$ cat src/rtl/rtp_result_monitor.sv
// rtl/rtp_result_monitor.sv - round-robin merge of ray hit results into one FIFO, with run control and statistics
module rtp_result_monitor #(
    parameter int              N_CH   = 2,
    parameter int              ID_W   = 32,
    parameter int              T_W    = 32,
    parameter int              DEPTH  = 8,
    parameter int              CNT_W  = 64,
    parameter logic [T_W-1:0]  MISS_T = 32'h7F7FFFFF,
    localparam int             CH_W   = (N_CH > 1) ? $clog2(N_CH) : 1
) (
    input  logic                 clock,
    input  logic                 reset,
    input  logic                 start,
    input  logic [ID_W-1:0]      ray_total,
    input  logic [31:0]          timeout_limit,
    input  logic                 rtp_finish,
    input  logic [N_CH-1:0]      ch_valid,
    output logic [N_CH-1:0]      ch_ready,
    input  logic [N_CH*ID_W-1:0] ch_ray_id,
    input  logic [N_CH*T_W-1:0]  ch_hitT,
    output logic                 out_valid,
    input  logic                 out_ready,
    output logic [ID_W-1:0]      out_ray_id,
    output logic [T_W-1:0]       out_hitT,
    output logic [CH_W-1:0]      out_ch,
    output logic                 busy,
    output logic                 done,
    output logic                 timeout,
    output logic [CNT_W-1:0]     cycle_count,
    output logic [ID_W-1:0]      result_count,
    output logic [ID_W-1:0]      miss_count
);

    localparam int PTR_W = $clog2(DEPTH);
    localparam int CW    = PTR_W + 1;
    localparam int E_W   = CH_W + ID_W + T_W;

    typedef enum logic [2:0] {
        S_IDLE,
        S_RUN,
        S_DRAIN,
        S_DONE,
        S_TIMEOUT
    } state_t;

    state_t             state_q, state_d;
    logic               busy_q, busy_d;
    logic               done_q, done_d;
    logic               timeout_q, timeout_d;
    logic [CH_W-1:0]    rr_ptr_q, rr_ptr_d;
    logic [PTR_W-1:0]   wr_ptr_q, wr_ptr_d;
    logic [PTR_W-1:0]   rd_ptr_q, rd_ptr_d;
    logic [CW-1:0]      count_q, count_d;
    logic [CNT_W-1:0]   cycle_count_q, cycle_count_d;
    logic [ID_W-1:0]    result_count_q, result_count_d;
    logic [ID_W-1:0]    miss_count_q, miss_count_d;
    logic [31:0]        idle_q, idle_d;
    logic [E_W-1:0]     mem_q [DEPTH];
    logic [E_W-1:0]     mem_d [DEPTH];

    logic               grant_any;
    logic [CH_W-1:0]    grant_idx;
    logic [CH_W-1:0]    cand;
    logic               fifo_full;
    logic               accept;
    logic               pop;
    logic               start_ok;
    logic               run_active;
    logic [ID_W-1:0]    sel_id;
    logic [T_W-1:0]     sel_hit;

    // Scan from the highest offset down so the nearest valid channel at/after rr_ptr wins.
    always_comb begin
        grant_any = 1'b0;
        grant_idx = '0;
        cand      = '0;
        for (int k = N_CH - 1; k >= 0; k--) begin
            cand = CH_W'((int'(rr_ptr_q) + k) % N_CH);
            if (ch_valid[cand]) begin
                grant_any = 1'b1;
                grant_idx = cand;
            end
        end
    end

    always_comb begin
        fifo_full  = (count_q == CW'(DEPTH));
        accept     = (state_q == S_RUN) && !fifo_full && grant_any;
        pop        = (count_q != '0) && out_ready;
        start_ok   = start && (state_q != S_RUN) && (state_q != S_DRAIN);
        run_active = (state_q == S_RUN) || (state_q == S_DRAIN);
        sel_id     = ch_ray_id[int'(grant_idx)*ID_W +: ID_W];
        sel_hit    = ch_hitT[int'(grant_idx)*T_W +: T_W];
        ch_ready   = '0;
        if (accept) begin
            ch_ready[grant_idx] = 1'b1;
        end
    end

    always_comb begin
        rr_ptr_d = rr_ptr_q;
        if (accept) begin
            rr_ptr_d = (grant_idx == CH_W'(N_CH - 1)) ? '0 : grant_idx + CH_W'(1);
        end
    end

    // Storage and statistics; a start from a non-busy state flushes everything.
    always_comb begin
        mem_d          = mem_q;
        wr_ptr_d       = wr_ptr_q;
        rd_ptr_d       = rd_ptr_q;
        count_d        = count_q;
        cycle_count_d  = cycle_count_q;
        result_count_d = result_count_q;
        miss_count_d   = miss_count_q;
        idle_d         = idle_q;
        if (start_ok) begin
            wr_ptr_d       = '0;
            rd_ptr_d       = '0;
            count_d        = '0;
            cycle_count_d  = '0;
            result_count_d = '0;
            miss_count_d   = '0;
            idle_d         = '0;
        end else begin
            if (accept) begin
                mem_d[wr_ptr_q] = {grant_idx, sel_id, sel_hit};
                wr_ptr_d        = wr_ptr_q + PTR_W'(1);
            end
            if (pop) begin
                rd_ptr_d = rd_ptr_q + PTR_W'(1);
            end
            case ({accept, pop})
                2'b10:   count_d = count_q + CW'(1);
                2'b01:   count_d = count_q - CW'(1);
                default: count_d = count_q;
            endcase
            if (run_active && cycle_count_q != '1) begin
                cycle_count_d = cycle_count_q + CNT_W'(1);
            end
            if (accept && result_count_q != '1) begin
                result_count_d = result_count_q + ID_W'(1);
            end
            if (accept && sel_hit == MISS_T && miss_count_q != '1) begin
                miss_count_d = miss_count_q + ID_W'(1);
            end
            if (state_q == S_RUN) begin
                if (accept) begin
                    idle_d = '0;
                end else if (idle_q != '1) begin
                    idle_d = idle_q + 32'd1;
                end
            end
        end
    end

    always_comb begin
        state_d = state_q;
        case (state_q)
            S_RUN: begin
                if (rtp_finish || (ray_total != '0 && result_count_d >= ray_total)) begin
                    state_d = S_DRAIN;
                end else if (timeout_limit != '0 && idle_d >= timeout_limit) begin
                    state_d = S_TIMEOUT;
                end
            end
            S_DRAIN: begin
                if (count_q == '0) begin
                    state_d = S_DONE;
                end
            end
            default: begin
                if (start) begin
                    state_d = S_RUN;
                end
            end
        endcase
        busy_d    = (state_d == S_RUN) || (state_d == S_DRAIN);
        done_d    = (state_d == S_DONE);
        timeout_d = (state_d == S_TIMEOUT);
    end

    always_ff @(posedge clock) begin
        if (reset) begin
            state_q        <= S_IDLE;
            busy_q         <= 1'b0;
            done_q         <= 1'b0;
            timeout_q      <= 1'b0;
            rr_ptr_q       <= '0;
            wr_ptr_q       <= '0;
            rd_ptr_q       <= '0;
            count_q        <= '0;
            cycle_count_q  <= '0;
            result_count_q <= '0;
            miss_count_q   <= '0;
            idle_q         <= '0;
        end else begin
            state_q        <= state_d;
            busy_q         <= busy_d;
            done_q         <= done_d;
            timeout_q      <= timeout_d;
            rr_ptr_q       <= rr_ptr_d;
            wr_ptr_q       <= wr_ptr_d;
            rd_ptr_q       <= rd_ptr_d;
            count_q        <= count_d;
            cycle_count_q  <= cycle_count_d;
            result_count_q <= result_count_d;
            miss_count_q   <= miss_count_d;
            idle_q         <= idle_d;
        end
        mem_q <= mem_d;
    end

    assign out_valid                        = (count_q != '0);
    assign {out_ch, out_ray_id, out_hitT}   = mem_q[rd_ptr_q];
    assign busy                             = busy_q;
    assign done                             = done_q;
    assign timeout                          = timeout_q;
    assign cycle_count                      = cycle_count_q;
    assign result_count                     = result_count_q;
    assign miss_count                       = miss_count_q;

endmodule
$ cat config.mk
export PLATFORM = sky130hd
export DESIGN_NAME = rtp_result_monitor
export DESIGN_NICKNAME = d
export VERILOG_FILES = /design/src/rtl/rtp_result_monitor.sv
export SDC_FILE = /design/constraint.sdc
export NUM_CORES = 1
export LEC_CHECK = 0
export CAP_MARGIN = 20
export CORE_UTILIZATION = 50
export DETAILED_ROUTE_END_ITERATION = 10
export MAX_ROUTING_LAYER = met4
export PLACE_DENSITY = 0.73
export SLEW_MARGIN = 20
export SYNTH_ARGS = -nofsm -noshare
export SYNTH_HDL_FRONTEND = slang
export SYNTH_SLANG_ARGS = --single-unit
$ cat constraint.sdc
create_clock -name clock -period 13.55 [get_ports clock]
set_input_delay 2.71 -clock clock [delete_from_list [all_inputs] [get_ports clock]]
set_output_delay 2.71 -clock clock [all_outputs]
set_load 0.005 [all_outputs]
==> results.json <==
{
  "required_ns": 10.84,
  "track_usage": 0.262,
  "power_density_mw_per_mm2": 122,
  "start_kind": "input port",
  "synthSimpleGateAreaFrac": 0.134,
  "cts_resized": 0,
  "portBuffers": 397,
  "ant_nets": 0,
  "ys.flop_type": "edfxtp_1",
  "ys_types": 63,
  "muxShareOfSynthArea": 0.125,
  "whs_ns": 0.482,
  "numCtsBuffers": 72,
  "endpoint": "ch_ready[1]",
  "hold_buffers": 0,
  "clk-insertion-delay-late_ns": 0.60,
  "vdd_drop_max_mv": 0.0795,
  "wl_mm": 79.5,
  "hold_viol": 0,
  "critPathMaxFanout": 12,
  "dpl_cell_area_mm2": 0.0357,
  "postCtsSetupBuffers": 0,
  "drcViolationCount": 0,
  "nets": 3010,
  "synth_top_family_by_area": "simple AND/OR/NAND/NOR gates",
  "drt_iter0_markers": 1587,
  "worst_r2r_endpoint": "busy",
  "dieArea_mm2": 0.0627,
  "fin_crit_sh": 0.562,
  "core_mm2": 0.0607,
  "hp-class": "reg -> reg",
  "synthXorXnorAreaFrac": 0.0332,
  "rsz0062_at_grt": "false",
  "syn_area_mm2": 0.0308,
  "ff2ff_path_depth": 16,
  "avgSynthCellArea_um2": 13.2,
  "synth_compound_area_frac": 0.0334,
  "synth-edff-count": 520,
  "start_util": 0.508,
  "post_drt_wl_per_cell_um": 22.2,
  "leakagePower_nw": 12.7,
  "finalSetupTns_ns": 0,
  "yosysWarnings": 0,
  "min_from": "miss_count[11]",
  "wl_met1_mm": 32.5,
  "topRoutingLayerUsed": "met4",
  "synthCells": 2332,
  "antenna_found_initial": 10,
  "startpoint": "ch_valid[1]",
  "run_status": "complete, no violations",
  "synthAdderAreaFrac": 0.0303,
  "max_stage_delay_ns": 0.60,
  "syn_to_final_growth_pct": 23.4,
  "criticalPathCategory": "in -> out",
  "clk_pin_slew_ns": 0.06,
  "reg2reg_setup_slack_ns": 8.26,
  "ys_async_sr_fraction": 0,
  "cp.buffers_inverters": 3,
  "num_io_pins": 398,
  "drive_above_1_share": 0.124,
  "num_vias": 20600,
  "grt_max_degree": 78,
  "route.met3.wl_mm": 7.19,
  "slew_headroom": 0.264,
  "tightestPinTransition_ns": 1.10,
  "grt_pass1_wl_mm": 122,
  "cp_top_family": "buffers and inverters",
  "rows": 90,
  "grt_pass1_vias": 20900,
  "grt-ovfl-total": 0,
  "setup_viol": 0,
  "dp_slack_ns": 5.92,
  "die_h_um": 250,
  "firstDrtPassIters": 5,
  "cts_tree": "yes",
  "ys_seq_area_frac": 0.621,
  "cp_slowest_cell": "clkdlybuf4s50_1",
  "met2_length_mm": 38.7,
  "gp_congestion": 0.917,
  "finalWorstSetupSlack_ns": 5.94,
  "endpoint_kind": "output pin",
  "r2r_start": "state_q[0]",
  "fin_crit_ns": 7.61,
  "synth-seq-cells": 697,
  "crit_chain": "clkdlybuf4s50_1, nor2_1, a211oi_4, inv_2, nor2_1, clkdlybuf4s50_1",
  "fmax_mhz": 131,
  "fin_skew_ns": 0.0260,
  "cts_sinks": 697,
  "finalMaxSlewViolations": 0,
  "die_w_um": 250,
  "dpl.hpwl_mm": 52.5,
  "drv_cap": 0,
  "arrival_ns": 4.90,
  "viasPerCell": 5.76,
  "cts_buffer_depth": 3,
  "design_area_mm2": 0.0381,
  "fillers": 4544,
  "path_depth": 6,
  "cts-root-buf": "clkbuf_16",
  "syn_nets": 2605,
  "h-tree-depth": 3
}
[per-stage QoR]
| step | total power, mW | std cells | util |
|---|---|---|---|
| 2_1_floorplan | 2.60 | 2332 | - |
| 3_3_place_gp | 2.78 | 3443 | 0.589 |
| 3_5_place_dp | 2.79 | 3443 | 0.589 |
| 4_1_cts | 4.68 | 3570 | 0.626 |
| 5_1_grt | 4.80 | 3582 | 0.627 |
| 6_report | 4.65 | 3583 | 0.627 |
[kinds of logic after synthesis]
logic type      after synthesis
xor+xnor                    117
simple gates                879
fa+ha+maj                    74
flops                       697
mux                         214
buf+inv                     192
compound gates              159
[final cells by class]
class	count	area, µm²	share of cell area
repair buffers	426	4220	0.111
clock buffers	93	1930	0.0508
clock inverters	34	313	0.00822
diodes	11	27.5	0.000723
well taps	782	978	0.0257
multi-input cells	1443	11000	0.290
flip-flops and latches	697	19200	0.504
inverters	97	365	0.00960
[report_power, final]
| part | internal [mW] | leakage [nW] | switching [mW] |
|---|---|---|---|
| combinational | 0.183 | 5.48 | 0.215 |
| sequential | 2.34 | 6.13 | 0.0114 |
| clock | 1.10 | 1.09 | 0.793 |
| total | 3.63 | 12.7 | 1.02 |
[flip-flops by register name, indices dropped and copies added (netlist names)]
signal / flops
rd_ptr_q: 3
done: 1
rr_ptr_q: 1
timeout: 1
busy: 1
wr_ptr_q: 3
miss_count: 32
count_q: 4
result_count: 32
state_q: 3
idle_q: 32
mem_q: 520
cycle_count: 64
[metal layers]
| layer | vias up | global-route usage |
|---|---|---|
| met3 | 80 | 0.0682 |
| met5 | - | - |
| li1 | 9565 | - |
| met1 | 10300 | 0.332 |
| met4 | 0 | 0.0549 |
| met2 | 694 | 0.427 |
[worst min path at each step]
stage	end	slack [ns]	cells past startpoint
finish	miss_count[11]	0.48	2
global route	rr_ptr_q	0.51	2
CTS	miss_count[11]	0.49	2
detailed placement	miss_count[11]	0.48	2
global placement	miss_count[15]	0.47	2
floorplan	rr_ptr_q	0.46	2
[tightest hold or removal path: stages (launching register included)]
cell and delay, ns:
dfxtp_1 0.32, nand2_1 0.06, mux2i_1 0.05
[cell usage after synthesis, types with 3 or more instances]
cell       instances  area share
a2111oi_0          4      0.0011
a211oi_1           4     0.00097
a21o_1             7      0.0017
a21oi_1           61      0.0099
a221oi_1           3     0.00085
a31oi_1            3     0.00061
and2_1             8      0.0016
and3_1            13      0.0026
and4_1            24      0.0068
buf_1             20      0.0024
buf_2              3     0.00049
clkbuf_1          72      0.0088
dfxtp_1          177        0.11
edfxtp_1         520        0.51
ha_1              73       0.030
inv_1             95       0.012
mux2_2            66       0.024
mux2i_1           18      0.0058
mux4_2           130       0.095
nand2_1          292       0.036
nand2b_1           8      0.0016
nand3_1           69       0.011
nand4_1           66       0.013
nor2_1           238       0.029
nor2b_1            4     0.00081
nor3_1            51      0.0083
nor3b_1            3     0.00073
nor4_1            37      0.0075
o2111ai_1          5      0.0014
o211ai_1           5      0.0012
o21a_1             4     0.00097
o21ai_0           35      0.0057
o31ai_1            6      0.0015
or3_1             39      0.0079
or4_1             17      0.0041
xnor2_1           58       0.016
xor2_1            59       0.017
[cell usage in the layout, fill, tap and decap left out, drive strengths merged, types with 6 or more instances in the layout]
cell type	instances
xnor2	58
nor4	37
mux2i	18
a21o	7
o31ai	6
nand2	293
o21ai	35
or3	39
ha	73
nand4	66
nand3	70
nor3	51
xor2	59
nor2	238
or4	17
a21oi	61
mux4	130
clkinv	26
diode	11
edfxtp	520
nand2b	8
a2111oi	6
clkbuf	93
clkdlybuf4s50	397
inv	99
and3	13
and2	8
mux2	66
and4	24
dfxtp	177
buf	29
Power figures use the tool's default switching activity.
